### config.mk
export PLATFORM = sky130hd
export DESIGN_NAME = bin2bcd_seq
export DESIGN_NICKNAME = d
export VERILOG_FILES = /design/src/rtl/bin2bcd_seq.sv
export SDC_FILE = /design/constraint.sdc
export NUM_CORES = 1
export LEC_CHECK = 0
export BUFFER_PORTS_ARGS = -buffer_cell sky130_fd_sc_hd__buf_2
export CELL_PAD_IN_SITES_DETAIL_PLACEMENT = 0
export CELL_PAD_IN_SITES_GLOBAL_PLACEMENT = 1
export CORE_ASPECT_RATIO = 1.2
export CORE_MARGIN = 3
export CORE_UTILIZATION = 48
export DETAILED_ROUTE_END_ITERATION = 8
export PLACE_DENSITY_LB_ADDON = 0.2
export RECOVER_POWER = 25
export REMOVE_ABC_BUFFERS = 1
export SYNTH_ARGS = -nofsm -noshare
export SYNTH_HDL_FRONTEND = slang
export SYNTH_SLANG_ARGS = --single-unit
### constraint.sdc
create_clock -name clock -period 4.9 [get_ports clock]
set_input_delay 0.49 -clock clock [delete_from_list [all_inputs] [get_ports clock]]
set_output_delay 0.49 -clock clock [all_outputs]
set_load 0.01 [all_outputs]
### src/rtl/bin2bcd_seq.sv
// rtl/bin2bcd_seq.sv - sequential double-dabble binary to BCD converter with leading-zero blank mask
module bin2bcd_seq #(
    parameter int IN_WIDTH = 16,
    parameter int DIGITS   = 5
) (
    input  logic                  clock,
    input  logic                  reset,
    input  logic                  start,
    input  logic [IN_WIDTH-1:0]   bin_in,
    output logic                  busy,
    output logic                  done,
    output logic [4*DIGITS-1:0]   bcd_out,
    output logic [DIGITS-1:0]     blank,
    output logic                  overflow
);

    localparam int BW = 4 * DIGITS;
    localparam int CW = $clog2(IN_WIDTH + 1);
    // Idle display shows a single "0": every digit dark except the units digit.
    localparam logic [DIGITS-1:0] BLANK_RST = ~(DIGITS'(1));

    typedef enum logic [1:0] {IDLE, SHIFT, DONE} state_t;

    state_t                state;
    logic [IN_WIDTH-1:0]   sreg;
    logic [BW-1:0]         scratch;
    logic [BW-1:0]         adj;
    logic                  ovf_s;
    logic [CW-1:0]         cnt;
    logic [DIGITS-1:0]     blank_nxt;
    logic                  zero_above;

    // Add-3 correction on every scratch digit >= 5, digits independent (no carry between nibbles).
    always_comb begin
        adj = scratch;
        for (int k = 0; k < DIGITS; k++) begin
            if (scratch[4*k +: 4] >= 4'd5) begin
                adj[4*k +: 4] = scratch[4*k +: 4] + 4'd3;
            end
        end
    end

    // Leading-zero mask: a digit is blanked when it and every digit above it are zero; units never blank.
    always_comb begin
        blank_nxt  = '0;
        zero_above = 1'b1;
        for (int k = DIGITS - 1; k >= 1; k--) begin
            zero_above   = zero_above & (scratch[4*k +: 4] == 4'd0);
            blank_nxt[k] = zero_above;
        end
    end

    // Conversion FSM: capture in IDLE, one shift per input bit, publish results in DONE.
    always_ff @(posedge clock or posedge reset) begin
        if (reset) begin
            state    <= IDLE;
            busy     <= 1'b0;
            done     <= 1'b0;
            bcd_out  <= '0;
            blank    <= BLANK_RST;
            overflow <= 1'b0;
            sreg     <= '0;
            scratch  <= '0;
            ovf_s    <= 1'b0;
            cnt      <= '0;
        end else begin
            done <= 1'b0;
            case (state)
                IDLE: begin
                    if (start) begin
                        sreg    <= bin_in;
                        scratch <= '0;
                        ovf_s   <= 1'b0;
                        cnt     <= CW'(IN_WIDTH);
                        busy    <= 1'b1;
                        state   <= SHIFT;
                    end
                end
                SHIFT: begin
                    // A bit pushed out of the top digit means the value does not fit in DIGITS digits.
                    ovf_s   <= ovf_s | adj[BW-1];
                    scratch <= {adj[BW-2:0], sreg[IN_WIDTH-1]};
                    sreg    <= {sreg[IN_WIDTH-2:0], 1'b0};
                    cnt     <= cnt - CW'(1);
                    if (cnt == CW'(1)) begin
                        state <= DONE;
                    end
                end
                DONE: begin
                    bcd_out  <= scratch;
                    overflow <= ovf_s;
                    blank    <= blank_nxt;
                    done     <= 1'b1;
                    busy     <= 1'b0;
                    state    <= IDLE;
                end
                default: begin
                    state <= IDLE;
                    busy  <= 1'b0;
                end
            endcase
        end
    end

endmodule

### Yosys cells after proc, flatten, opt, wreduce, memory -nomap -nowiden

Index checks and enable logic that the tools add are counted.

| word-level totals | value |
|---|---|
| output and inout bits | 28 |
| register bits | 71 |
| logic and storage cells | 59 |
| input bits | 19 |

| cells by class | value |
|---|---|
| $lt $le $gt $ge | 5 |
| eq/ne operators | 5 |
| reduce and logical (&&, ||, !) cells | 9 |
| $add $sub $neg | 6 |
| bitwise gates (word level) | 5 |
| muxes and demuxes | 19 |

Operators by type and width:

| cell | number |
|---|---|
| case mux 20 bit (2 select lines) | 1 |
| case mux 16 bit (2 select lines) | 1 |
| adder 4 x 2 -> 4 bit (second input constant) | 5 |
| greater-or-equal comparator 4 x 3 -> 1 bit (second input constant) | 5 |
| two-way mux 20 bit | 1 |
| two-way mux 4 bit | 5 |
| logical NOT 4 bit | 4 |
| two-way mux 16 bit | 1 |
| case mux 5 bit (2 select lines) | 1 |
| AND reduction 2 bit | 3 |
| equality test 5 x 1 -> 1 bit (second input constant) | 1 |
| two-way mux 5 bit | 1 |
| subtractor 5 x 1 -> 5 bit (second input constant) | 1 |
| two-way mux 2 bit | 2 |
| inequality test 2 bit (second input constant) | 2 |
| case mux 1 bit (2 select lines) | 2 |
| case mux 2 bit (2 select lines) | 1 |
| bitwise AND 1 bit | 3 |
| two-way mux 1 bit | 3 |
| equality test 2 x 1 -> 1 bit (second input constant) | 1 |
| equality test 2 bit (second input constant) | 1 |
| logical NOT 2 bit | 1 |
| nonzero test 2 bit | 1 |
| NOT 1 bit | 1 |
| OR 1 bit | 1 |

### Logic depth before layout (Yosys ltp)

| depth | value |
|---|---|
| depth in word-level cells | 4 |
| gate-level depth with buffers | 6 |
| mapped depth without buffers | 6 |

### Worst setup path before layout

No wires, ideal clock.

| path | value |
|---|---|
| path kind | reg2reg |
| from | reg scratch[16] |
| to | reg blank[1] |
| cell stages (with the launch flop) | 7 |
| arrival time | 1.564 ns |
| data required time | 4.828 ns |
| library setup time | 0.072 ns |
| clock period less this slack | 1.636 ns |
| buffers on the path | 0 |
| slack | 3.264 ns |
| cell sequence | dfrtp_1 inv_1 ha_1 or3b_1 nor4b_2 nand3_1 o21ai_1 |

| on the way | value |
|---|---|
| word-level cells in the longest chain between the ends | 4 |

Ends and longest elaborated chain:

| item | line | text |
|---|---|---|
| start, declared | 26 | `logic [BW-1:0] scratch;` |
| start signal, assigned | 82 | `scratch <= {adj[BW-2:0], sreg[IN_WIDTH-1]};` |
| logical NOT 4 bit | 48 | `zero_above = zero_above & (scratch[4*k +: 4] == 4'd0);` |
| bitwise AND 1 bit (3 in series) | 48 |  |
| end signal, assigned | 92 | `blank <= blank_nxt;` |
| end, declared | 13 | `output logic [DIGITS-1:0] blank,` |

Every way passes these cells.
A chain may end at the register's enable or synchronous reset.

### Final worst setup path

| path | value |
|---|---|
| from | reg state[0] |
| to | reg cnt[4] |

| on the way | value |
|---|---|
| word-level cells in the longest chain between the ends | 3 |
| elaborated cells between the ends (all ways) | 6 |
| those cells by class | 2 x eq/ne; 1 x mux; 3 x reduce/logical |

Ends and longest elaborated chain:

| item | line | text |
|---|---|---|
| start, declared | 24 | `state_t state;` |
| start signal, assigned | 56 | `state <= IDLE;` |
| start signal, assigned | 76 | `state <= SHIFT;` |
| start signal, assigned | 86 | `state <= DONE;` |
| equality test 2 x 1 -> 1 bit or logical NOT 2 bit (tied branches) | 68 | `case (state)` |
| nonzero test 2 bit (no source line) or inequality test 2 bit (tied branches) | - |  |
| AND reduction 2 bit (no source line) | - |  |
| end signal, assigned | 74 | `cnt <= CW'(IN_WIDTH);` |
| end signal, assigned | 84 | `cnt <= cnt - CW'(1);` |
| end, declared | 29 | `logic [CW-1:0] cnt;` |

Parallel ways exist; a longest one is shown, timed or not.

==> run metrics <==
outcome=finished, final reports clean; critical path start-end classification=register to register; number of antenna diodes=0; Die Width=about 81 microns; portion of netlist area occupied by mux cells=6.025%; post-layout worst setup margin=between 2 and 3 ns; Overflow after GRT=0; total via count in the routed design=approximately 2,300; number of cell rows=32; number of placed I/O pins=47; tightest slew margin relative to the limit=between 20% and 30%; total number of yosys warnings=0; ratio of final minimum period to clock period=between 40% and 50%; routed via count divided by cell count=approximately 5.4; vias in the first global route=approximately 2,200; Clk pwr share=roughly 17%; count of endpoints failing setup in the final report=0; r2r worst-path depth=4; end point of the critical path=cnt[4]; transition time at the pin with the least slew margin=about 1.2 ns; first-pass GRT wire length=a little over 10 mm; overall fraction of global-route tracks in use=approximately 17%; register area share after synthesis=between 50% and 60%; total detailed-routing wirelength=around 6.2 mm; Detailed Routing Iterations Pass 1=4; Area growth, synth to finish=13.71%; shortest clock period the worst path allows after layout=2.287 ns; Tot Pwr=roughly 2.4 mW; count of distinct cell types in the synthesized netlist=35; Initial DRC Count=about 100; highest achievable clock rate=roughly 440 MHz; switching share of power=approximately two fifths; floorplan die height=95.99 microns; xor and xnor fraction of the mapped netlist area=1.893%; reported leakage power=about 1.8 nW; Layout Nets=approximately 370; number of hold buffers added after CTS=0; portion of total power attributed to sequential cells=43.0%; largest vdd supply drop=around 0.00027 V; type of the tightest min-delay check=input pin to register; part of the power in combinational logic=39.9%; maximum number of pins on one net before global-route repair=72; layout filler cell count=just over 600; simple-gate share of the synthesized area=9.733%; TritonCTS clock tree=yes; Worst Path Buf+Inv=0; crit path from=state[0]; adder and majority gate portion of the synthesized area=about 5.8%; number of max-slew violations in the final report=0; Hold Worst Slack=~0.38 ns; worst-path maximum fanout=20; worst endpoint data arrival time=between 2 and 3 ns; sinks on the clock net=between 70 and 80; number of cells produced by synthesis=approximately 300; average routed wire per standard cell=~14 microns; slowest stage delay, CP=0.83 ns; worst reg2reg path endpoint=cnt[4]; number of gates resized after CTS=0; proportion of layout cells with a drive suffix above 1=between 20 and 25%; effective utilization at floorplan=around 50%; Critical Path, Cell by Cell=nor2b_1 > nand2_1 > nor3_1 > mux2i_1; Worst R2R Setup Slack=between 2 and 3 ns; worst setup slack after placement=2.607 ns; sort of element at the end of the critical path=register; die outline area=just under 8000 sq um; Min-Delay Path Depth=2; register bit total from synthesis=71; internal power=1.469 mW; setup TNS after final layout=0 ns; Port Buffer Count=45; detailed placer's ending HPWL=around 4.0 mm; unrepaired setup endpoints after global routing=false; number of buffers between clock root and the deepest sink=2; final cell count without fillers=428; Hold Violations, Final=0; clock transition time at the flip-flop clock pins of the worst setup and hold paths=~0.07 ns; Floorplan Core Area=~6500 sq um; final weighted congestion in routability-driven placement=0.7869; antenna violations before repair=0; critical-path cell with the highest stage delay=sky130_fd_sc_hd__nor2b_1; maximum capacitance violations=0; Sw Pwr=just over 0.9 mW; post-CTS setup repair buffer count=0; worst reg2reg path startpoint=state[0]; clock root buffer master=sky130_fd_sc_hd__clkbuf_8; stages on the worst setup path=4; Required @ worst endpoint=5.16 ns; # H-tree levels=3; final setup skew=between 0.009 and 0.01 ns; Top delay family on crit path=simple AND/OR/NAND/NOR gates; dpl cells=about 400; antenna-violating nets left=0; dominant combinational cell family by area after synthesis=compound AO/OA/AOI/OAI gates; syn avg cell area=around 11 sq um; number of remaining DRC errors=0; power per standard cell area=646.7 nW/um^2; clock network latency to the later pin of the worst-skew pair=approximately 0.34 ns; Synth Area in Compound Gates=between 10% and 20%; Mapped Area=around 3200 sq um; critical path launch point type=register; number of buffers created by CTS=9
synthesized netlist by cell type:
library cell / count / area (sq um)
sky130_fd_sc_hd__nor4b_1: 1 / 8.760
sky130_fd_sc_hd__nand2b_1: 8 / 50.05
sky130_fd_sc_hd__buf_6: 1 / 11.26
sky130_fd_sc_hd__o21ai_1: 2 / 10.01
sky130_fd_sc_hd__nand2_1: 32 / 120.1
sky130_fd_sc_hd__nor2_1: 7 / 26.28
sky130_fd_sc_hd__conb_1: 1 / 3.750
sky130_fd_sc_hd__a21oi_1: 9 / 45.04
sky130_fd_sc_hd__nor4b_2: 1 / 15.01
sky130_fd_sc_hd__nor2b_1: 3 / 18.77
sky130_fd_sc_hd__ha_1: 15 / 187.7
sky130_fd_sc_hd__o21ai_0: 35 / 175.2
sky130_fd_sc_hd__mux2i_1: 6 / 60.06
sky130_fd_sc_hd__or3b_1: 1 / 8.760
sky130_fd_sc_hd__o32ai_1: 1 / 8.760
sky130_fd_sc_hd__o31ai_1: 6 / 45.04
sky130_fd_sc_hd__clkbuf_1: 6 / 22.52
sky130_fd_sc_hd__or4_1: 1 / 7.510
sky130_fd_sc_hd__or2_0: 1 / 6.260
sky130_fd_sc_hd__a32o_1: 5 / 50.05
sky130_fd_sc_hd__a22oi_1: 15 / 112.6
sky130_fd_sc_hd__inv_1: 14 / 52.55
sky130_fd_sc_hd__buf_2: 9 / 45.04
sky130_fd_sc_hd__and2_1: 1 / 6.260
sky130_fd_sc_hd__buf_4: 1 / 7.510
sky130_fd_sc_hd__xor2_1: 2 / 17.52
sky130_fd_sc_hd__a22o_1: 6 / 52.55
sky130_fd_sc_hd__dfstp_2: 4 / 105.1
sky130_fd_sc_hd__nor3_1: 2 / 10.01
sky130_fd_sc_hd__nand3_1: 3 / 15.01
sky130_fd_sc_hd__xnor2_1: 5 / 43.79
sky130_fd_sc_hd__mux2_2: 12 / 135.1
sky130_fd_sc_hd__o22ai_1: 9 / 56.30
sky130_fd_sc_hd__nor3b_1: 3 / 22.52
sky130_fd_sc_hd__dfrtp_1: 67 / 1677
through the flow:
step                area [sq um]  util, %
floorplan                   3153        -
global placement            3515    54.19
detailed placement          3515    54.19
CTS                         3684    56.79
global route                3684    56.79
finish                      3684    56.79
metal layers:
metal  GRT usage [%]  vias up  wire length, microns
met5               0        -                     0
met4           7.324        0                   139
met3           5.243       10                   296
met2           26.92       51                  2944
met1           21.62     1103                  2775
li1                -     1127                     -
worst min-delay path by stage:
stage / from / slack [ns] / endpoint
finish: bin_in[0] / 0.38 / sreg[0]
global route: bin_in[0] / 0.37 / sreg[0]
CTS: bin_in[0] / 0.37 / sreg[0]
detailed placement: blank[1] / 0.46 / blank[1]
global placement: blank[1] / 0.45 / blank[1]
floorplan: ovf_s / 0.44 / ovf_s
logic make-up (layout without fill, tap and decap cells):
kind of cell / Yosys count / after routing
DFF: 71 / 71
other: 1 / 1
and+or+nand+nor: 64 / 64
muxes: 18 / 18
adders and majority gates: 15 / 15
AOI/OAI and AO/OA: 88 / 88
buffers and inverters: 31 / 79
xor gates and xnor gates: 7 / 7
cell type report:
| class | count | area, sq um | share of cell area (%) |
|---|---|---|---|
| clock buffers | 13 | 148.9 | 4.042 |
| flip-flops and latches | 71 | 1782 | 48.37 |
| repair buffers | 49 | 255.2 | 6.929 |
| clock inverters | 3 | 20.02 | 0.5435 |
| well taps | 85 | 106.4 | 2.887 |
| inverters | 14 | 52.55 | 1.427 |
| multi-input cells | 193 | 1319 | 35.80 |
state kept, by name, summed over array words and instances, names as in the netlist:
register	count
bcd_out	20
done	1
cnt	5
blank	4
sreg	16
overflow	1
state	2
scratch	20
ovf_s	1
busy	1
cell usage in the layout (no fill, tap or decap), drive strengths merged, types with 7 or more instances in the layout:
cell / count
a21oi: 9
a22oi: 15
buf: 49
clkbuf: 13
dfrtp: 67
ha: 15
inv: 14
mux2: 12
nand2: 32
nand2b: 8
nor2: 7
o21ai: 37
o22ai: 9
worst reg2reg max path: stages, from the launching register on:
cell	delay [ns]
sky130_fd_sc_hd__dfrtp_1	0.72
sky130_fd_sc_hd__nor2b_1	0.83
sky130_fd_sc_hd__nand2_1	0.22
sky130_fd_sc_hd__nor3_1	0.24
sky130_fd_sc_hd__mux2i_1	0.21
power by group through the flow:
stage / sequential (mW) / combinational [mW] / clock (mW)
3_3_place_gp: 1.03 / 0.942 / 0
4_1_cts: 1.03 / 0.968 / 0.420
3_5_place_dp: 1.04 / 0.963 / 0
6_report: 1.02 / 0.951 / 0.407
2_1_floorplan: 1.02 / 0.681 / 0
5_1_grt: 1.06 / 1.09 / 0.444
(Power assumes the default switching activity.)
